===== config.mk =====
export PLATFORM = sky130hd
export DESIGN_NAME = fwd_hazard_ctrl
export DESIGN_NICKNAME = d
export VERILOG_FILES = /design/src/rtl/fwd_pkg.sv /design/src/rtl/fwd_compare.sv /design/src/rtl/fwd_hazard_ctrl.sv
export SDC_FILE = /design/constraint.sdc
export NUM_CORES = 1
export LEC_CHECK = 0
export CAP_MARGIN = 20
export CORE_MARGIN = 1.5
export CORE_UTILIZATION = 48
export CTS_BUF_LIST = sky130_fd_sc_hd__clkbuf_4
export DETAILED_ROUTE_END_ITERATION = 8
export PLACE_DENSITY_LB_ADDON = 0.12
export SLEW_MARGIN = 30
export SYNTH_ARGS = -nofsm -noshare
export SYNTH_HDL_FRONTEND = slang
export SYNTH_SLANG_ARGS = --single-unit

===== constraint.sdc =====
create_clock -name clk -period 1.8 [get_ports clk]
set_input_delay 0.36 -clock clk [delete_from_list [all_inputs] [get_ports clk]]
set_output_delay 0.36 -clock clk [all_outputs]
set_load 0.1 [all_outputs]

===== src/rtl/fwd_pkg.sv =====
// Shared types for the EX-stage operand forwarding and load-use hazard logic.
// Holds the mux-select encoding, the per-stage tracking record, and the zero-register index.
package fwd_pkg;

    localparam int REG_BITS = 5;
    localparam logic [REG_BITS-1:0] ZERO_REG = 5'd31;

    typedef enum logic [1:0] {
        FWD_RF    = 2'b00,
        FWD_EXMEM = 2'b01,
        FWD_MEMWB = 2'b10
    } fwd_sel_t;

    typedef struct packed {
        logic                valid;
        logic [REG_BITS-1:0] rd;
        logic                reg_write;
        logic                mem_read;
    } stage_rec_t;

endpackage


===== src/rtl/fwd_compare.sv =====
// Chooses the forwarding source for one ID-stage source operand.
// It compares the operand against the in-flight EX and MEM producers.
module fwd_compare
    import fwd_pkg::*;
#(
    parameter logic [REG_BITS-1:0] XZR = ZERO_REG
) (
    input  logic [REG_BITS-1:0] src_i,
    input  stage_rec_t          ex_i,
    input  stage_rec_t          mem_i,
    output fwd_sel_t            sel_o
);

    logic ex_hit;
    logic mem_hit;

    // A load still in EX has no data yet; the stall logic handles that case.
    assign ex_hit  = ex_i.valid & ex_i.reg_write & ~ex_i.mem_read &
                     (ex_i.rd != XZR) & (ex_i.rd == src_i);
    assign mem_hit = mem_i.valid & mem_i.reg_write &
                     (mem_i.rd != XZR) & (mem_i.rd == src_i);

    always_comb begin
        sel_o = FWD_RF;
        if (ex_hit) begin
            sel_o = FWD_EXMEM;
        end else if (mem_hit) begin
            sel_o = FWD_MEMWB;
        end
    end

    always_comb begin
        assert (ex_i.valid || !(ex_i.reg_write || ex_i.mem_read));
        assert (mem_i.valid || !(mem_i.reg_write || mem_i.mem_read));
    end

endmodule


===== src/rtl/fwd_hazard_ctrl.sv =====
// Forwarding-select and load-use stall control.
// It runs beside the ID/EX register and tracks the EX/MEM/WB destinations.
module fwd_hazard_ctrl #(
    parameter int REG_BITS = 5,
    parameter int ZERO_REG = 31
) (
    input  logic                clk,
    input  logic                reset,
    input  logic                id_valid,
    input  logic [REG_BITS-1:0] id_rn,
    input  logic [REG_BITS-1:0] id_rm,
    input  logic [REG_BITS-1:0] id_rd,
    input  logic                id_reg_write,
    input  logic                id_mem_read,
    input  logic                flush,
    output logic                stall,
    output logic [1:0]          ex_fwd_a,
    output logic [1:0]          ex_fwd_b
);

    import fwd_pkg::*;

    localparam logic [REG_BITS-1:0] XZR = REG_BITS'(ZERO_REG);

    stage_rec_t ex_q, ex_d, mem_q, wb_q;
    fwd_sel_t   fwd_a_q, fwd_a_d, fwd_b_q, fwd_b_d;
    fwd_sel_t   sel_a, sel_b;
    logic       advance;

    assign stall = id_valid & ex_q.valid & ex_q.mem_read & (ex_q.rd != XZR) &
                   ((id_rn == ex_q.rd) | (id_rm == ex_q.rd));

    // Flush and stall both turn the ID slot into a bubble; stall is still reported on flush.
    assign advance = id_valid & ~flush & ~stall;

    fwd_compare #(.XZR(XZR)) u_cmp_a (
        .src_i (id_rn),
        .ex_i  (ex_q),
        .mem_i (mem_q),
        .sel_o (sel_a)
    );

    fwd_compare #(.XZR(XZR)) u_cmp_b (
        .src_i (id_rm),
        .ex_i  (ex_q),
        .mem_i (mem_q),
        .sel_o (sel_b)
    );

    always_comb begin
        ex_d    = '0;
        fwd_a_d = FWD_RF;
        fwd_b_d = FWD_RF;
        if (advance) begin
            ex_d.valid     = 1'b1;
            ex_d.rd        = id_rd;
            ex_d.reg_write = id_reg_write;
            ex_d.mem_read  = id_mem_read;
            fwd_a_d        = sel_a;
            fwd_b_d        = sel_b;
        end
    end

    always_ff @(posedge clk or posedge reset) begin
        if (reset) begin
            ex_q    <= '0;
            mem_q   <= '0;
            wb_q    <= '0;
            fwd_a_q <= FWD_RF;
            fwd_b_q <= FWD_RF;
        end else begin
            wb_q    <= mem_q;
            mem_q   <= ex_q;
            ex_q    <= ex_d;
            fwd_a_q <= fwd_a_d;
            fwd_b_q <= fwd_b_d;
        end
    end

    assign ex_fwd_a = fwd_a_q;
    assign ex_fwd_b = fwd_b_q;

    // The WB record needs no forwarding (RF writes on the falling edge); kept for debug only.
    always_comb begin
        assert (wb_q.valid || !(wb_q.reg_write || wb_q.mem_read));
    end

endmodule


==> run summary <==
Entering global routing, the biggest net connects 20 pins. After filler insertion, the fill cell instance count of the layout stands at 129. The checks that failed: setup timing. The critical path class was reg -> out. The tools report the pre-CTS setup slack as -337.9 ps. The clock latency of the later-clocked register in the worst-skew pair was 290 ps.

The mean area per synthesized cell is 10.95 um2. The number of antenna diodes in the final layout is 0. The run gives 1 as the final setup violation count.

The worst setup path is launched from a flip-flop. Summing internal, switching and leakage power gives 802.4 uW. Measured against its own limit, the worst slew margin works out to 83.27%.

The die is 45.72 um wide. Summing all multi-input logic gate instances after layout gives 391.6 um2. The number of pins with negative max-slew slack in the final report was 0.

The sequential cell area in the final layout is 475.5 um2, and the highest ir drop seen on vdd is 502.8 uV. The synthesis-stage register bit count is 19. In the final routed layout, each cell accounts on average for 12.00 um. For the number of buffers inserted during clock tree synthesis, the log shows 3. Once layout is complete, the utilization of the core stands at 76.59%. The post-route netlist has 21.67% of its cells at a drive strength greater than 1.

The worst-path cell with the longest stage delay is dfrtp_1. In the routed layout, each cell is associated on average with a via count of 5.014. The post-synthesis to final-layout area growth came out at 51.00%.

Class of the tightest hold or removal check: in -> async. The y dimension of the die is 45.72 um. Setup repair after global routing could not meet its margin everywhere. Clock-pin slew of the registers on the worst-case setup and hold paths: 100 ps.

The post-layout minimum cycle time is 2032 ps, and the gate count of the mapped netlist is 80. The worst setup path is captured at an output pin. The total of buffers placed on input and output ports was 25; the final weighted congestion in routability-driven placement was 0.9322. The number of design-rule violations left by the first detailed-router iteration came out at 7. The static leakage is 0.0006121 uW.

The run finished, with violations left. The tools report the initial antenna violation count as 0. The first global-routing pass estimated 2.711 mm of wire. The run gives 0 as the number of endpoints with negative hold slack in the final report. For the pin with the worst max-slew slack, the measured transition is 249.2 ps.

TritonCTS built the clock tree. In this run the count of I/O pins placed on the die edge is 26. The total area inside the core boundary comes to 1727 um2. The net count after synthesis was 101; the maximum level of the CTS H-tree was 1. After layout, the worst path uses 112.9% of the clock period. Counting along the longest clock path gives a buffer depth of 2.

The maximum frequency from static timing analysis is 492.1 MHz. The final worst setup slack was -232.0 ps; the distinct cell type count after synthesis was 18. Data arrives at the worst endpoint at 1670 ps. Summed over all failing endpoints, the final setup total negative slack is -232.0 ps. In the routed design, unresolved DRC markers number 0.

The total wirelength of the detailed-routed design was 1.740 mm. Hold repair after CTS inserted 0 buffers. The final-stage net count is 142.

The run gives 1440 ps as the worst path required time. The largest single stage delay on the critical path is 440 ps. In this run the clock root is driven by a clkbuf_4. The logs give 0 for the remaining number of nets flagged by the antenna check after routing and 875.8 um2 for the combined area of all synthesized cells. The critical path goes through xor2_1 -> nor3_1 -> nand3_1 -> a21oi_4 -> buf_12. The number of global-route vias before repair is 691.

Power spread over the standard cell area amounts to 606.8 nW/um2. Summing over every cut layer, the via total after detailed routing is 727. The clock net in this run drives a total of 19 sinks. Of all nets on the critical path, the largest fanout is 4. The global-route congestion overflow total was 0; the count of TritonRoute iterations in the first routing pass was 4.

The worst register-to-register path has a depth of 6. Summing the sequential cell areas from Yosys gives 54.29% of the chip area. The max-cap violation count was 0. Global routing consumed, over all layers together, 18.76% of the routing resources. The die area was 2090 um2; the final worst clock skew was 6.146 ps.

The logs give 50.72% for the initial core utilization and 15 for the placement row count. For this run, the number of Yosys warnings is 0. Detailed placement finished with a half-perimeter wire length of 1.376 mm.
## sequential cells by signal (all words and copies together), names as in the netlist
register and flops:
ex_q 8, mem_q 7, ex_fwd_b 2, ex_fwd_a 2
## layout by cell type, fill, tap and decap left out, types with 2 or more instances in the layout
master / count
dfrtp_1: 19
clkdlybuf4s50_1: 14
buf_4: 13
xor2_1: 11
xnor2_1: 9
nor2_1: 9
nand2_1: 8
dlygate4sd2_1: 6
nor3_1: 5
buf_12: 5
nand3_1: 4
clkbuf_4: 4
o2111ai_1: 2
## cell type report
type | instances | area share (%)
clock buffer | 4 | 2.271
sequential | 19 | 35.95
tap | 25 | 2.365
inverter | 1 | 0.2838
multi-input combinational | 58 | 29.61
timing repair buffer | 38 | 29.52
## cell families after synthesis
group,Yosys count,synth area share [%]
AND/OR/NAND/NOR,34,19.14
XOR/XNOR,20,20.00
flip-flops,19,54.29
AO/OA/AOI/OAI,4,3.571
buffers and inverters,3,2.999
## synth_stat cells (all sizes together)
library cell,count,area share [%]
dfrtp,19,54
xor2,11,11
nor2,9,3.9
xnor2,9,9.0
nand2,8,3.4
nor3,6,3.4
nand3,5,2.9
buf,2,2.6
o2111ai,2,2.0
a21oi,1,1.0
and3,1,0.71
inv,1,0.43
nand4,1,0.71
nand4b,1,1.0
nor2b,1,1.6
nor4,1,0.71
o21ai,1,0.57
or2b,1,0.86
## power by group
part	total, uW	internal, uW	switching, uW	leakage [uW]
sequential	453	440	13.2	0.000257
clock	221	101	120	0.0000184
combinational	128	76.8	51.6	0.000337
total	802	618	184	0.000612
## per-layer routing
| metal | wire length, um | global-route usage [%] | part of all wire (%) |
|---|---|---|---|
| met1 | 688 | 22.68 | 40 |
| met2 | 856 | 29.86 | 49 |
| met3 | 138 | 3.571 | 7.9 |
| met4 | 56 | 13.14 | 3.2 |
| met5 | 0 | 0 | 0 |
## final timing paths
check / slack (ps) / end / from
worst max-delay path: -230 / stall / ex_q[4]
worst min-delay path: 370 / ex_q[7] / reset
worst max register to register: 240 / ex_fwd_a[1] / ex_q[4]
worst min register to register: 400 / mem_q[1] / ex_q[1]
max in group asynchronous: 1240 / mem_q[2] / reset
min in group clk: 400 / mem_q[1] / ex_q[1]
## critical path, delay by kind of cell (launching register included)
| family | cells | cell delay [ps] |
|---|---|---|
| xor gates and xnor gates | 1 | 160 |
| buffers and inverters | 1 | 200 |
| DFF | 1 | 440 |
| and+or+nand+nor | 2 | 370 |
| AOI/OAI and AO/OA | 1 | 220 |
## through the flow
| stage | area (um2) | cells | hold slack [ps] |
|---|---|---|---|
| floorplan | 875.8 | 80 | 311.1 |
| global placement | 1275 | 140 | 361.3 |
| detailed placement | 1275 | 140 | 370.5 |
| CTS | 1305 | 145 | 371.5 |
| global route | 1323 | 145 | 383.2 |
| finish | 1323 | 145 | 365.4 |
## what timing repair did
item	CTS	global route
hold endpoints to repair	0	0
setup buffers	1	0
pin swaps	7	4
endpoints found under the setup margin	1	1
gates resized for setup	6	3
(Power assumes the default switching activity.)
